**src/rtl/fe_ddr_4b5b_tx_pkg.sv**
```systemverilog
// Line symbols, nibble code table and FSM states shared by the 4B5B lane transmitter
// and its byte encoder.
package fe_4b5b_pkg;

   localparam logic [4:0] SYM_IDLE = 5'b11111;
   localparam logic [4:0] SYM_J    = 5'b11000;
   localparam logic [4:0] SYM_K    = 5'b10001;
   localparam logic [4:0] SYM_T    = 5'b01101;
   localparam logic [4:0] SYM_R    = 5'b00111;

   localparam logic [9:0] WORD_IDLE = {SYM_IDLE, SYM_IDLE};
   localparam logic [9:0] WORD_JK   = {SYM_J, SYM_K};
   localparam logic [9:0] WORD_TR   = {SYM_T, SYM_R};

   // Two line bits leave per clk, so a 10-bit word spans slots 0..4.
   localparam logic [2:0] SLOT_LAST = 3'd4;

   typedef enum logic [2:0] {
      ST_IDLE    = 3'd0,
      ST_SSD     = 3'd1,
      ST_DATA    = 3'd2,
      ST_EOF     = 3'd3,
      ST_TAIL    = 3'd4,
      ST_DISCARD = 3'd5
   } tx_state_t;

   function automatic logic [4:0] enc4b5b(input logic [3:0] nibble);
      logic [4:0] code;
      case (nibble)
         4'h0: code = 5'b11110;
         4'h1: code = 5'b01001;
         4'h2: code = 5'b10100;
         4'h3: code = 5'b10101;
         4'h4: code = 5'b01010;
         4'h5: code = 5'b01011;
         4'h6: code = 5'b01110;
         4'h7: code = 5'b01111;
         4'h8: code = 5'b10010;
         4'h9: code = 5'b10011;
         4'hA: code = 5'b10110;
         4'hB: code = 5'b10111;
         4'hC: code = 5'b11010;
         4'hD: code = 5'b11011;
         4'hE: code = 5'b11100;
         default: code = 5'b11101;
      endcase
      return code;
   endfunction

endpackage

```
**src/rtl/fe_ddr_4b5b_tx_if.sv**
```systemverilog
// Byte stream handshake from the frame source into a lane transmitter.
interface fe_ddr_4b5b_tx_if;
   logic       tx_valid;
   logic [7:0] tx_data;
   logic       tx_last;
   logic       tx_ready;

   modport master (output tx_valid, output tx_data, output tx_last, input  tx_ready);
   modport slave  (input  tx_valid, input  tx_data, input  tx_last, output tx_ready);
endinterface

```
**src/rtl/fe_ddr_4b5b_tx_enc.sv**
```systemverilog
// Byte to 10-bit line word: low nibble symbol occupies the upper (first-sent) half.
module fe_4b5b_enc
   import fe_4b5b_pkg::*;
(
   input  logic [7:0] i_byte,
   output logic [9:0] o_word
);
   assign o_word = {enc4b5b(i_byte[3:0]), enc4b5b(i_byte[7:4])};
endmodule

```
**src/rtl/fe_ddr_4b5b_tx.sv**
```systemverilog
// 4B5B framing, NRZI and DDR half-bit split for one LVDS lane.
// Two line bits leave per clk: out_0 first in time, out_180 second.
//
// state   | meaning
// IDLE    | IDLE words on the line, inter-packet gap counting, waiting for a frame
// SSD     | J/K in flight, first byte taken at the next boundary
// DATA    | data word in flight, next byte taken at the boundary
// EOF     | last data word in flight, T/R loads next
// TAIL    | T/R in flight
// DISCARD | underrun: swallow the rest of the frame, line stays idle
module fe_ddr_4b5b_tx
   import fe_4b5b_pkg::*;
#(
   parameter int unsigned MIN_IPG_WORDS = 1,
   parameter bit          INVERT        = 1'b0
) (
   input  logic            clk,
   input  logic            rst_n,
   fe_ddr_4b5b_tx_if.slave s_tx,
   output logic            out_0,
   output logic            out_180,
   output logic            tx_busy,
   output logic            tx_underrun
);
   localparam logic [3:0] IPG_MIN = 4'(MIN_IPG_WORDS);

   tx_state_t  r_state, w_state_nxt;
   logic [9:0] r_shreg, w_shreg_nxt;
   logic [2:0] r_slot;
   logic [3:0] r_ipg_cnt, w_ipg_nxt;
   logic       r_lvl, r_out_0, r_out_180;
   logic       r_busy, w_busy_nxt;
   logic       r_underrun, w_underrun_nxt;
   logic       w_boundary, w_ready, w_o0, w_o1;
   logic [9:0] w_data_word;

   fe_4b5b_enc u_enc (
      .i_byte (s_tx.tx_data),
      .o_word (w_data_word)
   );

   assign w_boundary = (r_slot == SLOT_LAST);
   assign w_o0       = r_lvl ^ r_shreg[9];
   assign w_o1       = w_o0 ^ r_shreg[8];

   always_comb begin
      w_state_nxt    = r_state;
      w_shreg_nxt    = {r_shreg[7:0], 2'b11};
      w_ipg_nxt      = r_ipg_cnt;
      w_busy_nxt     = r_busy;
      w_underrun_nxt = 1'b0;
      w_ready        = 1'b0;
      case (r_state)
         ST_IDLE: begin
            if (w_boundary) begin
               w_busy_nxt = 1'b0;
               if (r_ipg_cnt < IPG_MIN) begin
                  w_shreg_nxt = WORD_IDLE;
                  w_ipg_nxt   = r_ipg_cnt + 4'd1;
               end else if (s_tx.tx_valid) begin
                  w_shreg_nxt = WORD_JK;
                  w_busy_nxt  = 1'b1;
                  w_state_nxt = ST_SSD;
               end else begin
                  w_shreg_nxt = WORD_IDLE;
               end
            end
         end
         ST_SSD, ST_DATA: begin
            if (w_boundary) begin
               w_ready = 1'b1;
               if (s_tx.tx_valid) begin
                  w_shreg_nxt = w_data_word;
                  w_state_nxt = s_tx.tx_last ? ST_EOF : ST_DATA;
               end else begin
                  w_shreg_nxt    = WORD_TR;
                  w_underrun_nxt = 1'b1;
                  w_state_nxt    = ST_DISCARD;
               end
            end
         end
         ST_EOF: begin
            if (w_boundary) begin
               w_shreg_nxt = WORD_TR;
               w_state_nxt = ST_TAIL;
            end
         end
         ST_TAIL: begin
            // The IDLE word loaded here is not part of the gap: MIN_IPG_WORDS more follow it.
            if (w_boundary) begin
               w_shreg_nxt = WORD_IDLE;
               w_ipg_nxt   = 4'd0;
               w_busy_nxt  = 1'b0;
               w_state_nxt = ST_IDLE;
            end
         end
         ST_DISCARD: begin
            w_ready = 1'b1;
            if (w_boundary) begin
               w_shreg_nxt = WORD_IDLE;
               w_busy_nxt  = 1'b0;
            end
            if (s_tx.tx_valid && s_tx.tx_last) begin
               w_ipg_nxt   = 4'd0;
               w_state_nxt = ST_IDLE;
            end
         end
         default: begin
            w_shreg_nxt = WORD_IDLE;
            w_state_nxt = ST_IDLE;
         end
      endcase
   end

   always_ff @(posedge clk or negedge rst_n) begin
      if (!rst_n) begin
         r_state    <= ST_IDLE;
         r_shreg    <= WORD_IDLE;
         r_slot     <= 3'd0;
         r_ipg_cnt  <= IPG_MIN;
         r_lvl      <= 1'b0;
         r_out_0    <= INVERT;
         r_out_180  <= INVERT;
         r_busy     <= 1'b0;
         r_underrun <= 1'b0;
      end else begin
         r_state    <= w_state_nxt;
         r_shreg    <= w_shreg_nxt;
         r_slot     <= w_boundary ? 3'd0 : r_slot + 3'd1;
         r_ipg_cnt  <= w_ipg_nxt;
         r_lvl      <= w_o1;
         r_out_0    <= w_o0 ^ INVERT;
         r_out_180  <= w_o1 ^ INVERT;
         r_busy     <= w_busy_nxt;
         r_underrun <= w_underrun_nxt;
      end
   end

   assign s_tx.tx_ready = w_ready;
   assign out_0         = r_out_0;
   assign out_180       = r_out_180;
   assign tx_busy       = r_busy;
   assign tx_underrun   = r_underrun;

endmodule

```
**src/flat_wrapper.sv**
```systemverilog
// flat-port wrapper written by rule: the top's interface ports become plain ports
module fe_ddr_4b5b_tx_flat import fe_4b5b_pkg::*;
#(
   parameter int unsigned MIN_IPG_WORDS = 1,
   parameter bit          INVERT        = 1'b0
)
  (clk, rst_n, out_0, out_180, tx_busy, tx_underrun, s_tx_tx_valid, s_tx_tx_data, s_tx_tx_last, s_tx_tx_ready);
  fe_ddr_4b5b_tx_if s_tx_i ();
  input  logic clk;
  input  logic rst_n;
  output logic out_0;
  output logic out_180;
  output logic tx_busy;
  output logic tx_underrun;
  input wire logic [$bits(s_tx_i.tx_valid)-1:0] s_tx_tx_valid;
  input wire logic [$bits(s_tx_i.tx_data)-1:0] s_tx_tx_data;
  input wire logic [$bits(s_tx_i.tx_last)-1:0] s_tx_tx_last;
  output wire logic [$bits(s_tx_i.tx_ready)-1:0] s_tx_tx_ready;
  assign s_tx_i.tx_valid = s_tx_tx_valid;
  assign s_tx_i.tx_data = s_tx_tx_data;
  assign s_tx_i.tx_last = s_tx_tx_last;
  assign s_tx_tx_ready = s_tx_i.tx_ready;
  fe_ddr_4b5b_tx #(.MIN_IPG_WORDS(MIN_IPG_WORDS), .INVERT(INVERT)) u_core (.clk(clk), .rst_n(rst_n), .s_tx(s_tx_i), .out_0(out_0), .out_180(out_180), .tx_busy(tx_busy), .tx_underrun(tx_underrun));
endmodule
```
**config.mk**
```make
export PLATFORM = sky130hd
export DESIGN_NAME = fe_ddr_4b5b_tx_flat
export DESIGN_NICKNAME = d
export VERILOG_FILES = /design/src/rtl/fe_ddr_4b5b_tx_pkg.sv /design/src/rtl/fe_ddr_4b5b_tx_if.sv /design/src/rtl/fe_ddr_4b5b_tx_enc.sv /design/src/rtl/fe_ddr_4b5b_tx.sv /design/src/flat_wrapper.sv
export SDC_FILE = /design/constraint.sdc
export NUM_CORES = 1
export LEC_CHECK = 0
export BUFFER_PORTS_ARGS = -buffer_cell sky130_fd_sc_hd__buf_2
export CORE_MARGIN = 2
export CORE_UTILIZATION = 25
export DETAILED_ROUTE_END_ITERATION = 6
export GPL_TIMING_DRIVEN = 0
export PLACE_DENSITY = 0.46
export RECOVER_POWER = 50
export SYNTH_ARGS = -nofsm -noshare
export SYNTH_HDL_FRONTEND = slang
export SYNTH_SLANG_ARGS = --single-unit
```
**constraint.sdc**
```tcl
create_clock -name clk -period 2.6 [get_ports clk]
set_clock_uncertainty 0.05 [all_clocks]
set_input_delay 0.52 -clock clk [delete_from_list [all_inputs] [get_ports clk]]
set_output_delay 0.52 -clock clk [all_outputs]
set_load 0.01 [all_outputs]
```
==> summary.md, run 1 <==
| Metric | Value |
|---|---|
| Status | finished clean |
| Pins Over Slew Limit | 0 |
| FILL cells | 522 |
| Highest Clock Rate | 435 MHz |
| Vias/cell | 4.80 |
| Clk sinks | 24 |
| Critical path's most frequent cell | inv_1 |
| Ratio of cells with drive above 1 in the final layout | 0.224 |
| Count of max-cap constraint violations | 0 |
| Post-layout nets | 169 |
| Post-Syn Nets | 148 |
| Antenna violations before repair | 0 |
| Layout area overhead | 17.3% |
| Top cell type's share of synthesized area | 0.258 |
| Most used DFF post-synth | dfrtp_1 |
| Setup violations, final | 0 |
| CP Max Fanout | 7 |
| Sequential share of the synthesized area | 0.488 |
| Most common cell after layout, fill and taps aside | nor2_1 |
| Die Y | 75.0 um |
| Num CTS Buffers | 3 |
| Total core area | 4790 um^2 |
| Worst Hold Class | flip-flop to flip-flop |
| Ys async rst share | 1.00 |
| DP Worst Slack | 0.597 ns |
| Fin crit period | 2.30 ns |
| Worst setup margin | 0.302 ns |
| Worst skew pair latency | 0.26 ns |
| Antenna Violating Nets Remaining | 0 |
| First drt pass iteration count | 4 |
| Synth area leader | dfrtp_1 |
| Pwr dens | 1070 nW/um^2 |
| Global-route wire length before repair | 4750 um |
| GRT Overall Usage | 0.114 |
| DRT iter0 DRCs | 50 |
| Top Layer Used | met4 |
| Num rows | 25 |
| Crit start category | flip-flop |
| Most frequent cells in the layout | 17 x nor2_1, 15 x buf_2, 13 x a21oi_1, 13 x dfrtp_1, 11 x dfstp_2 |
| Synth Instances | 132 |
| RSZ-0062 raised after global routing | no |
| Final cell count without fillers | 219 |
| Post-Place Cells | 215 |
| CTS max path bufs | 2 |
| Post-synth cell types | 38 |
| VDD IR max | 356 uV |
| # hold bufs at CTS | 0 |
| Post-CTS Setup Inserts | 0 |
| DR DRC count | 0 |
| Slew @ Worst Pin | 1.32 ns |
| Largest net degree at the start of global routing | 25 |
| Final period util | 0.884 |
| GRT overflow | 0 |
| Critical Path, Cell by Cell | inv_1, ha_1, nand2_1, inv_1, o21ai_0, o31ai_1, buf_2 |
| Number of global-route vias before repair | 1,009 |
| Top post-synthesis cells by area | dfrtp_1 26%, dfstp_2 23%, a21oi_1 5.2% |
| Critical Path AT | 1.73 ns |
| Yosys reg bits | 24 |
| Initial Util | 0.263 |
| Port Buf Inserts | 16 |
| Cell Area, Synth | 1260 um^2 |
| Worst EP required | 2.03 ns |
| Clock Tree Root | clkbuf_8 |
| GP Congestion | 0.760 |
| Setup Total Neg Slack | 0 ns |
| Die Wd | 75.0 um |
| DRT Wirelength | 2800 um |
| I/O pins | 17 |
| Reg2reg setup slack | 0.77 ns |
| Met3 WL | 107 um |
| Clock transition at the registers of the reported paths | 0.08 ns |
| Leakage power | 0.626 nW |
| Post-synth EDFFs | 0 |
| Setup crit end kind | primary output |
| DIE AREA | 5620 um^2 |
| Avg Cell Area, Syn | 9.54 um^2 |
| H-tree depth | 1 |
| Synth Warn # | 0 |
| Slowest CP cell | dfrtp_1 |
| Met1 wire length | 1350 um |
| Vias | 1,051 |
| Setup CP Type | flip-flop to primary output |
| CP peak stage delay | 0.38 ns |
| Relative slew slack | 0.122 |
| Final Hold Fails | 0 |
| CTS tree | done |
| PostCTS Resize Cnt | 0 |
| Wirelength per Cell | 12.8 um |
| Post-DP HPWL | 2070 um |
| Met2 Routed Length | 1310 um |
| Diode count | 0 |
-- sequential cells by signal, summed over array words and instances, names as in the netlist --
register            flops
u_core.r_lvl            1
u_core.tx_busy          1
u_core.r_shreg         10
u_core.r_state          3
u_core.tx_underrun      1
u_core.r_ipg_cnt        4
u_core.r_slot           3
u_core.out_0            1
-- critical path, delay by kind of cell (launching register included) --
kind                     cells  cell delay [ns]
AO/OA/AOI/OAI                2             0.27
adder cells (fa/ha/maj)      1             0.23
buffers and inverters        3             0.36
AND/OR/NAND/NOR              1             0.22
flip-flops                   1             0.38
-- area by class of cell --
| cell class | count | area, um^2 | share of cell area |
|---|---|---|---|
| buffer | 4 | 15.0 | 0.0102 |
| clock buffer | 4 | 55.1 | 0.0373 |
| inverter | 10 | 37.5 | 0.0254 |
| multi-input combinational | 94 | 592 | 0.401 |
| sequential | 24 | 614 | 0.416 |
| tap | 67 | 83.8 | 0.0568 |
| timing repair buffer | 16 | 78.8 | 0.0534 |
-- cell usage after synthesis, types with 3 or more instances --
cell and number:
o31ai_1 3, inv_1 10, dfrtp_1 13, nor2_1 17
o21ai_0 7, dfstp_2 11, clkbuf_1 3, nor2b_1 4
nand3_1 6, o211ai_1 3, ha_1 4, nand2_1 7
a21oi_1 13
-- power breakdown --
part	leakage [nW]	switching, mW	total, mW	internal, mW
Clock	0.0288	0.117	0.253	0.135
Combinational	0.314	0.422	0.722	0.300
Sequential	0.283	0.0702	0.609	0.539
-- cells by family (layout without fill, tap and decap cells) --
kind of cell	count (synthesis)	in the layout	share of synthesized area
AND/OR/NAND/NOR	44	44	0.183
XOR/XNOR	3	3	0.0209
buffers and inverters	14	34	0.0417
adder cells (fa/ha/maj)	4	4	0.0398
multiplexers	2	2	0.0169
AO/OA/AOI/OAI	41	41	0.210
flip-flops	24	24	0.488
-- final timing paths --
path                                          start                  end  depth (start not counted)
worst max-delay path               u_core.r_slot[0]        s_tx_tx_ready                          7
min in group asynchronous                     rst_n         u_core.r_lvl                          1
max in group asynchronous                     rst_n  u_core.r_ipg_cnt[1]                          1
worst min-delay path               u_core.r_slot[0]     u_core.r_slot[0]                          1
worst min register to register     u_core.r_slot[0]     u_core.r_slot[0]                          1
worst max register to register  u_core.r_ipg_cnt[0]    u_core.r_state[0]                          6
-- metrics by stage --
stage	total power, mW	hold WS [ns]	utilization	instance area, um^2
6_report	1.58	0.415	0.308	1480
3_3_place_gp	1.33	0.402	0.297	1420
3_5_place_dp	1.35	0.407	0.297	1420
2_1_floorplan	1.15	0.174	-	1260
5_1_grt	1.72	0.437	0.308	1480
4_1_cts	1.61	0.192	0.309	1480
-- metal layers --
metal,up-vias,global-route usage
met5,-,0
met2,19,0.173
met1,516,0.152
met3,2,0.0361
li1,514,-
met4,0,0.0456
Note: power is estimated with default switching activity, not from simulation.
==> run 2, diff against run 1 <==
--- a/config.mk
+++ b/config.mk
@@ -10,7 +10,7 @@
 export CORE_UTILIZATION = 25
 export DETAILED_ROUTE_END_ITERATION = 6
 export GPL_TIMING_DRIVEN = 0
-export PLACE_DENSITY = 0.46
+export PLACE_DENSITY = 0.48
 export RECOVER_POWER = 50
 export SYNTH_ARGS = -nofsm -noshare
 export SYNTH_HDL_FRONTEND = slang
==> constraint.sdc (replaced) <==
create_clock -name clk -period 1.9 [get_ports clk]
set_clock_uncertainty 0.05 [all_clocks]
set_input_delay 0.38 -clock clk [delete_from_list [all_inputs] [get_ports clk]]
set_output_delay 0.38 -clock clk [all_outputs]
set_load 0.01 [all_outputs]
==> summary.md, run 2 (same netlist as run 1, synthesis figures left out) <==
| Metric | Value |
|---|---|
| Status | finished clean |
| Clock Tree Root | clkbuf_8 |
| Total core area | 4790 um^2 (unchanged) |
| Worst EP required | 1.47 ns (-0.56 ns) |
| Num CTS Buffers | 3 (unchanged) |
| Worst reg2reg path startpoint | u_core.r_ipg_cnt[0] |
| Setup Total Neg Slack | 0 ns (unchanged) |
| Clock transition at the registers of the reported paths | 0.08 ns (about the same) |
| Die Y | 75.0 um (unchanged) |
| Vias/cell | 4.74 (-1.2%) |
| Most common cell after layout, fill and taps aside | nor2_1 |
| Largest Register | u_core.r_shreg |
| Setup crit end kind | primary output |
| # hold bufs at CTS | 0 (unchanged) |
| Fin crit period | 1.81 ns |
| Final Hold Fails | 0 (unchanged) |
| Leakage power | 0.683 nW (+9.1%) |
| DR DRC count | 0 (unchanged) |
| Number of global-route vias before repair | 996 (-1.3%) |
| H-tree depth | 1 (unchanged) |
| Min-delay src | s_tx_tx_data[4] |
| Core Util, Final | 0.328 (+0.0193) |
| Layout area overhead | 24.7% |
| CTS max path bufs | 2 (unchanged) |
| Setup violations, final | 0 (unchanged) |
| Antenna Violating Nets Remaining | 0 (unchanged) |
| Post-layout nets | 177 (+4.7%) |
| Clk sinks | 24 (unchanged) |
| Num rows | 25 (unchanged) |
| Final Cell Area | 1570 um^2 (+6.3%) |
| Worst skew pair latency | 0.26 ns (about the same) |
| CTS tree | done |
| Port Buf Inserts | 16 (unchanged) |
| Diode count | 0 (unchanged) |
| Vias | 1,076 (+2.4%) |
| Largest register FFs | 10 (unchanged) |
| DRT Wirelength | 2960 um (+5.9%) |
| Ratio of cells with drive above 1 in the final layout | 0.331 (+0.108) |
| Setup CP Type | flip-flop to primary output |
| Die Wd | 75.0 um (unchanged) |
| GRT Overall Usage | 0.110 (-0.00415) |
| Worst Setup SP | u_core.r_slot[0] |
| Wirelength per Cell | 13.1 um (+2.2%) |
| Pwr dens | 1440 nW/um^2 (+35%) |
| Worst Hold Class | input pin to flip-flop |
| Pins Over Slew Limit | 0 (unchanged) |
| Initial Util | 0.263 (unchanged) |
| DIE AREA | 5620 um^2 (unchanged) |
| DRT iter0 DRCs | 79 (+58%) |
| Highest Clock Rate | 553 MHz |
| GP Congestion | 0.804 (+5.9%) |
| VDD IR max | 538 uV (+51%) |
| Most frequent cells in the layout | 17 x nor2_1, 15 x buf_2, 13 x a21oi_1 |
| Top flop regs | u_core.r_shreg x10, u_core.r_ipg_cnt x4 |
| Count of max-cap constraint violations | 0 (unchanged) |
| Slew @ Worst Pin | 1.34 ns (+0.0192 ns) |
| First drt pass iteration count | 5 (+1) |
| Final hold slack | 0.324 ns (-0.0910 ns) |
| Final period util | 0.952 |
| Crit start category | flip-flop |
| I/O pins | 17 (unchanged) |
| Global-route wire length before repair | 4670 um (-1.6%) |
| Critical Path AT | 1.38 ns (-0.35 ns) |
| CP Max Fanout | 4 (-3) |
| Relative slew slack | 0.109 (-0.0128) |
| GRT overflow | 0 (unchanged) |
| Placed inst area | 1420 um^2 (unchanged) |
| Antenna violations before repair | 0 (unchanged) |
| RSZ-0062 raised after global routing | yes |
| Post-DP HPWL | 2100 um (+1.0%) |
| Largest net degree at the start of global routing | 25 (unchanged) |
==> run 2: report_power, final <==
| group | internal (mW) | leakage (nW) | switching [mW] |
|---|---|---|---|
| clock network | 0.185 | 0.0288 | 0.162 |
| registers | 0.740 | 0.282 | 0.0988 |
| logic | 0.478 | 0.372 | 0.602 |
==> run 2: path summary, 6_finish.rpt <==
check	endpoint	slack, ns	depth (start not counted)
worst max-delay path	s_tx_tx_ready	0.09	5
worst min-delay path	u_core.r_shreg[0]	0.32	2
worst max register to register	u_core.r_state[0]	0.14	6
worst min register to register	u_core.out_0	0.45	1
max in group asynchronous	u_core.r_state[0]	0.58	1
min in group asynchronous	u_core.r_lvl	0.35	1
==> run 2: cell type report <==
type	instances	area (um^2)
Timing Repair Buffer	24	139
Clock buffer	4	55.1
Inverter	10	37.5
Fill cell	508	3220
Tap cell	67	83.8
Sequential cell	24	616
Buffer	4	23.8
Multi-Input combinational cell	94	614
==> run 2: per-stage QoR <==
stage,std cells,worst slack [ns],power [mW]
detailed placement,215,0.0873,1.84
global placement,215,0.0685,1.82
CTS,223,0.000555,2.23
finish,227,0.0915,2.26
global route,227,-0.00335,2.47
floorplan,132,0.294,1.57
==> run 2: worst max-delay path, cell delays in order, from the launching register on <==
cell and delay [ns]:
dfrtp_1 0.40, inv_2 0.07, ha_4 0.15, nand3b_1 0.12, o31ai_2 0.21, buf_2 0.17
==> run 2: routing by layer <==
| layer | global-route usage | up-vias | share of wire |
|---|---|---|---|
| met2 | 0.178 | 27 | 0.45 |
| met5 | 0 | - | 0 |
| met4 | 0.0238 | 0 | 0.0071 |
| li1 | - | 526 | - |
| met3 | 0.0308 | 4 | 0.043 |
| met1 | 0.148 | 519 | 0.49 |
==> run 2: repair_timing <==
item	in CTS	in global routing
setup buffers	4	4
endpoints found under the hold margin	0	0
gates resized for setup	9	7
pin swaps	3	1
setup endpoints to repair	1	1
cloned	0	0
